<file path="src/rtl/triangle_loader.sv">
// rtl/triangle_loader.sv - byte stream to triangle RAM writer with frame-safe commit of the triangle count
module triangle_loader #(
    parameter int N_TRIS    = 712,
    parameter int TRI_WORDS = 12,
    parameter int TRI_BITS  = TRI_WORDS * 32,
    parameter int ADDR_W    = $clog2(N_TRIS),
    parameter int CNT_W     = $clog2(N_TRIS + 1)
) (
    input  logic                clk,
    input  logic                rst_n,
    input  logic [7:0]          in_data,
    input  logic                in_valid,
    output logic                in_ready,
    input  logic                feeder_busy,
    output logic                mem_we,
    output logic [ADDR_W-1:0]   mem_addr,
    output logic [TRI_BITS-1:0] mem_wdata,
    output logic [CNT_W-1:0]    tri_count,
    output logic                count_valid,
    output logic                busy,
    output logic                err
);
    localparam int BYTES = TRI_WORDS * 4;
    localparam int BC_W  = $clog2(BYTES);
    localparam logic [BC_W-1:0]  LAST_BC = BC_W'(BYTES - 1);
    localparam logic [CNT_W-1:0] MAX_IDX = CNT_W'(N_TRIS);
    localparam logic [7:0] CMD_BEGIN  = 8'hA5;
    localparam logic [7:0] CMD_TRI    = 8'h5A;
    localparam logic [7:0] CMD_COMMIT = 8'hC3;

    typedef enum logic [1:0] {IDLE, PAYLOAD, WRITE, COMMIT_WAIT} state_t;

    state_t              state;
    state_t              next_state;
    logic [BC_W-1:0]     byte_cnt;
    logic [TRI_BITS-1:0] rec;
    logic [CNT_W-1:0]    wr_idx;
    logic                accept;
    logic                last_byte;
    logic                full;

    assign accept    = in_valid && in_ready;
    assign last_byte = accept && (state == PAYLOAD) && (byte_cnt == LAST_BC);
    assign full      = (wr_idx == MAX_IDX);
    assign busy      = (state != IDLE);

    always_ff @(posedge clk or negedge rst_n) begin
        if (!rst_n) begin
            state <= IDLE;
        end else begin
            state <= next_state;
        end
    end

    always_comb begin
        next_state = state;
        case (state)
            IDLE: begin
                if (accept) begin
                    if (in_data == CMD_TRI) begin
                        next_state = PAYLOAD;
                    end else if (in_data == CMD_COMMIT) begin
                        next_state = COMMIT_WAIT;
                    end
                end
            end
            PAYLOAD: begin
                if (last_byte) begin
                    next_state = WRITE;
                end
            end
            WRITE: next_state = IDLE;
            COMMIT_WAIT: begin
                if (!feeder_busy) begin
                    next_state = IDLE;
                end
            end
            default: next_state = IDLE;
        endcase
    end

    // Write strobe, address and record are registered on the last byte so they line up with WRITE.
    always_ff @(posedge clk or negedge rst_n) begin
        if (!rst_n) begin
            in_ready    <= 1'b0;
            mem_we      <= 1'b0;
            mem_addr    <= '0;
            mem_wdata   <= '0;
            tri_count   <= '0;
            count_valid <= 1'b0;
            err         <= 1'b0;
            wr_idx      <= '0;
            byte_cnt    <= '0;
            rec         <= '0;
        end else begin
            in_ready    <= (next_state == IDLE) || (next_state == PAYLOAD);
            mem_we      <= 1'b0;
            count_valid <= 1'b0;
            case (state)
                IDLE: begin
                    if (accept) begin
                        byte_cnt <= '0;
                        case (in_data)
                            CMD_BEGIN: begin
                                wr_idx <= '0;
                                err    <= 1'b0;
                            end
                            CMD_TRI, CMD_COMMIT: ;
                            default: err <= 1'b1;
                        endcase
                    end
                end
                PAYLOAD: begin
                    if (accept) begin
                        rec[{byte_cnt, 3'b000} +: 8] <= in_data;
                        byte_cnt <= byte_cnt + 1'b1;
                        if (last_byte && !full) begin
                            mem_we    <= 1'b1;
                            mem_addr  <= wr_idx[ADDR_W-1:0];
                            mem_wdata <= {in_data, rec[TRI_BITS-9:0]};
                        end
                    end
                end
                WRITE: begin
                    if (full) begin
                        err <= 1'b1;
                    end else begin
                        wr_idx <= wr_idx + 1'b1;
                    end
                end
                COMMIT_WAIT: begin
                    if (!feeder_busy) begin
                        tri_count   <= wr_idx;
                        count_valid <= 1'b1;
                    end
                end
                default: ;
            endcase
        end
    end
endmodule

</file>
<file path="config.mk">
export PLATFORM = sky130hd
export DESIGN_NAME = triangle_loader
export DESIGN_NICKNAME = d
export VERILOG_FILES = /design/src/rtl/triangle_loader.sv
export SDC_FILE = /design/constraint.sdc
export NUM_CORES = 1
export LEC_CHECK = 0
export ABC_AREA = 1
export BUFFER_PORTS_ARGS = -buffer_cell sky130_fd_sc_hd__buf_2
export CAP_MARGIN = 0
export CORE_UTILIZATION = 40
export DETAILED_ROUTE_END_ITERATION = 7
export PLACE_DENSITY = 0.7
export SLEW_MARGIN = 10
export SYNTH_ARGS = -nofsm -noshare
export SYNTH_HDL_FRONTEND = slang
export SYNTH_SLANG_ARGS = --single-unit
</file>
<file path="constraint.sdc">
create_clock -name clk -period 2.65 [get_ports clk]
set_input_delay 0.53 -clock clk [delete_from_list [all_inputs] [get_ports clk]]
set_output_delay 0.53 -clock clk [all_outputs]
set_load 0.01 [all_outputs]
</file>
## Word-level counts from Yosys, hierarchy flattened

Index checks and enable logic that the tools add are counted.

- Add/sub/neg operators: 3
- Muxes and demuxes: 23
- Shift-type cells: 2
- Eq/ne operators: 15
- Reductions and logical operators: 18
- Bitwise logic cells: 1

Operator list:

| cell | count |
|---|---|
| 384-bit bitwise mux | 1 |
| 8-bit by 11-bit variable shift with 384-bit output, first input constant | 1 |
| 8-bit by 11-bit indexed part select with 384-bit output | 1 |
| 10-bit two-way mux | 3 |
| 10-bit one-hot mux with 2 select lines | 1 |
| 8-bit equality test, second input constant | 2 |
| 6-bit two-way mux | 2 |
| 6-bit one-hot mux with 2 select lines | 1 |
| 9-bit negator with 11-bit output | 1 |
| 10-bit by 1-bit adder with 10-bit output, second input constant | 1 |
| 10-bit equality test, second input constant | 1 |
| 2-bit two-way mux | 5 |
| 2-bit != test, second input constant | 5 |
| 8-bit by 7-bit equality test with 1-bit output, second input constant | 1 |
| 2-bit one-hot mux with 4 select lines | 1 |
| 4-bit AND reduction | 2 |
| 1-bit two-way mux | 7 |
| 6-bit by 1-bit adder with 6-bit output, second input constant | 1 |
| 6-bit equality test, second input constant | 1 |
| 3-bit AND reduction | 2 |
| 2-bit nonzero test | 3 |
| 2-bit by 1-bit equality test with 1-bit output, second input constant | 2 |
| 2-bit equality test, second input constant | 2 |
| 1-bit logical AND | 4 |
| other kinds (8) | 11 |

- Bits in registers: 810
- Logic and storage cells: 73
- Input bits: 12

## Longest topological paths before layout

Gate-level depths: netlist of run 1.

- Depth in word-level cells: 7
- Gate-level depth with buffers: 14

## Worst setup path before layout of run 1

No wires, ideal clock.

- Kind: reg2reg
- Start: register byte_cnt[0]
- End: register rec[350]
- Arrival time: 2.270 ns
- Required time: 2.528 ns
- Setup slack: 0.258 ns
- Setup time: 0.122 ns
- Stages on the path, launching flop included: 15
- Path through: dfrtp_1 > inv_2 > clkbuf_1 > ha_1 > nand2_2 > nand2_1 > nand2_1 > nor2_8 > inv_4 > buf_6 > nor2_2 > nand2_2 > buf_2 > nand2_1 > o21ai_1

- Longest elaborated chain between the ends: 3
- Elaborated cells on any way between the ends: 4
- Classes of those cells: 1 x add/sub; 2 x shift; 1 x mux

Ends and longest elaborated chain:

| item | RTL line | source |
|---|---|---|
| start: declaration | 35 | `logic [BC_W-1:0] byte_cnt;` |
| start signal: assignment | 116 | `byte_cnt <= byte_cnt + 1'b1;` |
| 9-bit negator with 11-bit output * | 115 | `rec[{byte_cnt, 3'b000} +: 8] <= in_data;` |
| 8-bit by 11-bit indexed part select with 384-bit output / 8-bit by 11-bit variable shift with 384-bit output (equally long branches) | 115 |  |
| 384-bit bitwise mux * | 115 |  |
| end signal: indexed assignment | 115 |  |
| end: declaration | 36 | `logic [TRI_BITS-1:0] rec;` |

Every way passes the cells marked *; elsewhere a longest branch is shown, timed or not.
A chain may end at the register's enable or synchronous reset.

## Final worst setup path of run 1

- Start: register byte_cnt[1]
- End: register rec[199]

The elaborated chain is that of the path after synthesis.

==> summary.md, run 1 <==
| Metric | Value |
|---|---|
| Nets@finish | roughly 4,100 |
| Fin Setup TNS | 0 ps |
| Synth area leaders | dfrtp_1 63%, nand2_1 24%, o21ai_1 1.6% |
| WP data arrival | between 3000 and 4000 ps |
| Pwr/cell area | around 680 nW/um^2 |
| WS Path Type | reg2reg |
| WP buf/inv | 4 |
| Syn nets | between 3,000 and 4,000 |
| Number of buffers added for setup after CTS | 0 |
| Cell taking the most area after synthesis | dfrtp_1 |
| Element type at the critical path end | flop |
| Most used flip-flop cell after synthesis | dfrtp_1 |
| Share of layout cells above drive strength 1 | 18.33% |
| Starting Density | about two fifths |
| CTS tree | built |
| Sequential share of power | between 40% and 50% |
| DR WL/cell | 19.63 um |
| Switching power | 6.448 mW |
| Ys Warns | 0 |
| Sw Ratio | about a quarter |
| Max stage delay cell, worst path | dfrtp_1 |
| Seq cells post-synth | between 800 and 900 |
| Die Width | 284.7 um |
| WP data required | roughly 3200 ps |
| Overall power | 26.41 mW |
| Critical Path Start Type | flop |
| CTS Sinks | between 800 and 900 |
| Worst path max stage delay | around 430 ps |
| Largest net degree at the start of global routing | between 100 and 150 |
| CP top delay family | simple AND/OR/NAND/NOR gates |
| Slew Viols, Final | 0 |
| HP Class | in2reg |
| RD Place Congestion | 0.9365 |
| Final WS setup | 154.2 ps |
| Die Area | just over 80,000 um^2 |
| RSZ-0062 raised after global routing | no |
| Mapped cell area | roughly 32,000 um^2 |
| Hold Fails Final Rpt | 0 |
| Post-synth top cells | 2,026 x nand2_1, 802 x dfrtp_1, 103 x o21ai_1, 92 x nand3_1, 88 x nor2_1 |
| Post-Route WL | slightly above 100,000 um |
| Clock group share of total power | a little under half |
| Final Cycle Share | about 94% |
| Slew headroom | a little over half |
| Most common cell in the synthesized netlist | nand2_1 |
| Post-synth top area share | 62.78% |
| Post-DRT Antenna Nets | 0 |
| Total number of H-tree levels | 3 |
| GR Overflow Total | 0 |
| Worst skew pair latency | ~640 ps |
| DR vias/cell | between 4 and 5 |
| Max Freq | ~0.40 GHz |
| Row count | around 100 |
| Clock transition at path regs | roughly 70 ps |
| Total of max-cap violations | 0 |
| Clk_skew | 28.37 ps |
| Vert. Die Dim | about 280 um |
| # setup viols final | 0 |
| CP dominant cell by count | nand2_1 |
| Drt first pass iters | 6 |
| Cell area after layout | a little under 40,000 um^2 |
| End-of-flow core utilization | 48.83% |
| Netlist cell types | 33 |
| Root buf cell | clkbuf_16 |
| I/O pins | 421 |
| Setup WS pre-CTS | 65.81 ps |
| DP HPWL | between 70,000 and 80,000 um |
| Number of flops mapped to enable cells by yosys | 0 |
| Post-synthesis async set-or-reset flop share | 100.0% |
| Worst vdd ir | 0.4139 mV |
| Initial antenna violation count | 4 |
| Clk buf depth | 3 |
| DRC violations left | 0 |
| Dpl cell area | about 36,000 um^2 |
| Logic pwr share | 6.8% |
| Cell count after synthesis | around 3,600 |
| Vias after detailed routing | around 26,000 |
| DRT iter0 DRCs | roughly 2,500 |
| Critical Path, Cell by Cell | inv_1 -> ha_1 -> nand2_2 -> nand2_1 -> nand2_1 -> nor2_8 -> inv_6 -> nand3_4 -> nor2_4 -> buf_12 -> nand2_1 -> buf_4 -> nand2_1 -> nand2_1 |
| Num CTS Buffers | 84 |
| First-pass GRT wire length | ~160,000 um |
| Total GRT Usage | between 20 and 30% |
| PortBufs | 420 |
| Seq/Total Area, Yosys | approximately 63% |
| Outcome | complete, no violations |
| Final min period | roughly 2500 ps |
| CORE AREA | 79,000 um^2 |
| Vias in the first global route | 25,538 |
| Worst slew pin tran | 695.1 ps |
| P_int | ~20 mW |
| Layout area overhead | 20.67% |
| Mean Syn Cell Area | roughly 8.8 um^2 |
| Number of fill cells | about 7,400 |
| Leak Pwr | approximately 22 nW |
| Crit-path max FO | 19 |
layout make-up:
cell class                      count  area, um^2  area share [%]
Antenna cell                        2       5.005         0.01297
Tap cell                         1050        1314           3.406
Clock inverter                     26       286.5          0.7428
Clock buffer                      125        2529           6.555
Inverter                           96       372.9          0.9666
Sequential cell                   802       20070           52.03
Timing Repair Buffer              543        3299           8.553
Multi-Input combinational cell   2564       10700           27.74
cell usage in the layout, fill, tap and decap left out, types with 3 or more instances in the layout:
master / instances
o21ai_1: 103
nand3_1: 90
buf_12: 19
clkinv_2: 14
inv_6: 5
nor3_1: 23
inv_2: 9
nand2_2: 26
nand3_4: 9
buf_2: 419
nor2_2: 14
buf_4: 101
a21oi_1: 3
nor3_2: 4
nor2_1: 85
nand2_4: 3
clkbuf_1: 16
inv_1: 83
nand2_1: 2023
nor4_1: 3
ha_1: 6
dfrtp_1: 802
bufinv_16: 5
clkbuf_8: 23
nor2_4: 13
xor2_1: 7
o21ai_0: 68
clkbuf_16: 86
nand4_1: 73
o22ai_1: 5
logic make-up after synthesis:
family | share of synthesized area [%]
fa+ha+maj | 0.2348
compound gates | 2.924
simple gates | 30.01
flops | 62.78
buf+inv | 3.855
xor+xnor | 0.1918
sequential cells by signal, summed over array words and instances (netlist names):
| register | flops |
|---|---|
| byte_cnt | 6 |
| count_valid | 1 |
| err | 1 |
| in_ready | 1 |
| mem_addr | 10 |
| mem_wdata | 384 |
| mem_we | 1 |
| rec | 376 |
| state | 2 |
| tri_count | 10 |
| wr_idx | 10 |
stage by stage:
step                      hold WS (ps)  instances
after global placement           452.2       5054
final                            138.8       5208
after floorplan                  234.4       3632
after CTS                        122.7       5206
after detailed placement         456.1       5054
after global routing             131.8       5207
path summary, 6_finish.rpt:
kind                       slack [ps]        start  cells past startpoint             end
max                               150  byte_cnt[1]                     14        rec[199]
min                               140  feeder_busy                      2     count_valid
max reg2reg                       150  byte_cnt[1]                     14        rec[199]
min reg2reg                       460     rec[334]                      2  mem_wdata[334]
max in group asynchronous        1270        rst_n                      3        rec[257]
min in group asynchronous         430        rst_n                      2        rec[359]
what timing repair did:
item	in CTS	in global routing
setup endpoints to repair	0	80
resized for setup	0	8
hold endpoints to repair	34	0
hold buffers	1	0
power groups by stage:
stage               clock (mW)  combinational, mW  sequential, mW
floorplan                    0              0.941            12.8
detailed placement           0               1.77            12.8
global route              12.7               1.95            12.6
CTS                       12.2               1.77            12.6
global placement             0               1.75            12.8
finish                    12.0               1.79            12.6
per-layer routing:
layer  wire length (um)  part of all wire, %  global-route usage [%]  up-vias
li1                   -                    -                       -    12242
met1              44010                   43                   34.31    12622
met2              46130                   45                   38.75      916
met3               7619                  7.5                   5.626      223
met4               4450                  4.4                   11.18        4
met5                 24                0.023                       0        -
(Power assumes the default switching activity.)
==> run 2, diff against run 1 <==
CORE_UTILIZATION = 45   (was 40)
PLACE_DENSITY = 0.76   (was 0.7)
==> run 2 against run 1 <==
First-iteration DRC count rose by 20%. Via count rose by 1.3%. Sequential power barely moved. Setup slack got worse by 62 ps. Cell count fell by 2.2%. Die area fell by 11%. Non-clock buffer count rose by 3. Register-to-register slack got worse by 60 ps. Design area rose by 0.24%. Sequential share of layout area fell by 0.13 points. Count of clock-buffer cells in the layout fell by 13. Clock power barely moved.
==> summary.md, run 2 (synthesis gave the netlist of run 1 again) <==
| Metric | Value |
|---|---|
| Layout area overhead | 20.97% |
| Largest register FFs | 384 (unchanged) |
| CTS tree | built |
| Top Registers | mem_wdata x384, rec x376 |
| Final min period | 2557 ps (+61.63 ps) |
| First-pass GRT wire length | 152,300 um (-2.8%) |
| Reg-to-reg slack, setup | 90 ps (-60 ps) |
| Nets@finish | 4,111 (+0.049%) |
| Outcome | complete, no violations |
| Final WS setup | 92.55 ps (-61.63 ps) |
| Crit-path max FO | 13 (-6) |
| GR Overflow Total | 0 (unchanged) |
| Critical R2R Capture | rec[131] |
| FF-to-FF Start | byte_cnt[1] |
| DR vias/cell | 5.169 (+3.5%) |
| Hold Fails Final Rpt | 0 (unchanged) |
| WP data arrival | 3060 ps (+50 ps) |
| Starting Density | 45.57% (+5.1 points) |
| Root buf cell | clkbuf_16 |
| Clk buf depth | 3 (unchanged) |
| Inst Count DP | 4,947 (-2.1%) |
| Clk_skew | 30.29 ps (+1.923 ps) |
| Post-DRT Antenna Nets | 0 (unchanged) |
| Total GRT Usage | 27.90% (+2.6 points) |
| Die Area | 72,110 um^2 (-11%) |
| Vias in the first global route | 25,256 (-1.1%) |
| # setup viols final | 0 (unchanged) |
| PortBufs | 420 (unchanged) |
| Slew Viols, Final | 0 (unchanged) |
| CORE AREA | 70,150 um^2 (-11%) |
| Pwr/cell area | 687.6 nW/um^2 (+0.42%) |
| Final Cycle Share | 96.51% (+2.3 points) |
| Total of max-cap violations | 0 (unchanged) |
| DP HPWL | 70,620 um (-1.6%) |
| Element type at the critical path end | flop |
| CTS Sinks | 802 (unchanged) |
| RSZ-0062 raised after global routing | no |
| Clock transition at path regs | 70 ps (about the same) |
| Die Width | 268.5 um (-5.7%) |
| Setup WS pre-CTS | -8.916 ps (-74.73 ps) |
| Vert. Die Dim | 268.5 um (-5.7%) |
| Commonest non-fill, non-tap cell in the layout | nand2_1 |
| Crit path to | rec[131] |
| Critical Path Start Type | flop |
| Total number of H-tree levels | 3 (unchanged) |
| Drt first pass iters | 6 (unchanged) |
| Worst vdd ir | 0.4518 mV (+9.2%) |
| Worst Reg-to-Reg Cells | 9 (-5) |
| DR WL/cell | 19.79 um (+0.79%) |
| Leak Pwr | 22.06 nW (+0.34%) |
| Share of layout cells above drive strength 1 | 18.48% (+0.15 points) |
| Worst skew pair latency | 650 ps (about the same) |
| Initial antenna violation count | 1 (-3) |
| Num CTS Buffers | 83 (-1.2%) |
| Slew headroom | 54.34% (+0.68 points) |
| Max Freq | 0.3910 GHz (-2.4%) |
| Finished Layout Cells | 5,096 (-2.2%) |
| Worst slew pin tran | 682.8 ps (-12.29 ps) |
| Vias after detailed routing | 26,343 (+1.3%) |
| I/O pins | 421 (unchanged) |
| RD Place Congestion | 1.009 (+7.8%) |
| WS Path Type | reg2reg |
| Crit path from | byte_cnt[1] |
| Row count | 97 (-5.8%) |
| Most frequent cells in the layout | 2,020 x nand2_1, 802 x dfrtp_1, 419 x buf_2, 103 x o21ai_1, 89 x nand3_1 |
| Number of buffers added for setup after CTS | 0 (unchanged) |
| DRC violations left | 0 (unchanged) |
| Largest net degree at the start of global routing | 144 (+12%) |
| HP Class | in2reg |
| DRT iter0 DRCs | 2,984 (+20%) |
| WP data required | 3150 ps (-20 ps) |
| Post-Route WL | 100,800 um (-1.4%) |
| End-of-flow core utilization | 55.12% (+6.3 points) |
| Largest Register | mem_wdata |
run 2: changes by cell type in the layout (fill, tap and decap cells not counted), moves of 5 or more:
cell       delta
buf_12       +18
bufinv_16     +5
buf_4        -13
clkbuf_8      -8
run 2: cell type report:
cell class	count	area, um^2
multi-input cells	2564	10710
inverters	96	375.4
repair buffers	546	3523
clock buffers	112	2336
diodes	1	2.502
flip-flops and latches	802	20070
clock inverters	35	476.7
well taps	940	1176
fillers	6269	31480
run 2: how the worst min path moves through the flow:
stage / startpoint / endpoint / slack [ps] / cells after the start
after floorplan: rst_n / byte_cnt[0] / 230 / 0
after detailed placement: rec[361] / mem_wdata[361] / 460 / 2
after CTS: feeder_busy / count_valid / 100 / 2
final: feeder_busy / count_valid / 120 / 2
after global placement: rec[233] / mem_wdata[233] / 450 / 2
after global routing: feeder_busy / count_valid / 120 / 2
run 2: layer usage:
metal	part of all wire (%)	wire, um	vias to the layer above	track usage [%]
met1	42	42030	12884	37.50
met4	3.7	3733	0	10.92
met2	46	46470	1024	43.16
li1	-	-	12230	-
met3	8.5	8595	205	7.452
met5	0	0	-	0
run 2: critical path: stages, from the launching register on:
cell and delay, ps:
dfrtp_1 440, inv_1 110, ha_1 370, clkinv_1 180
nand4_1 310, nor2_1 330, buf_4 180, nand2_1 260
nand2_1 140, o21ai_1 70
run 2: repair_timing:
item                                    4_1_cts  5_1_grt
resized for setup                             1       13
endpoints found under the hold margin        38        0
endpoints found under the setup margin        8       76
hold buffers                                  1        0
run 2: power breakdown:
group          switching [mW]  internal (mW)  leakage, nW
combinational            1.41          0.440         9.53
clock                    4.94           7.17         1.38
sequential              0.147           12.5         11.1
total                    6.50           20.1         22.1
run 2: stage by stage:
stage	hold WS, ps	power (mW)	setup TNS (ps)	instance area, um^2
2_1_floorplan	234.4	13.75	0	31970
3_3_place_gp	451.4	14.62	0	35800
3_5_place_dp	455.7	14.64	-15.31	35800
4_1_cts	97.95	26.72	0	38630
5_1_grt	122.9	27.39	0	38670
6_report	122.6	26.59	0	38670
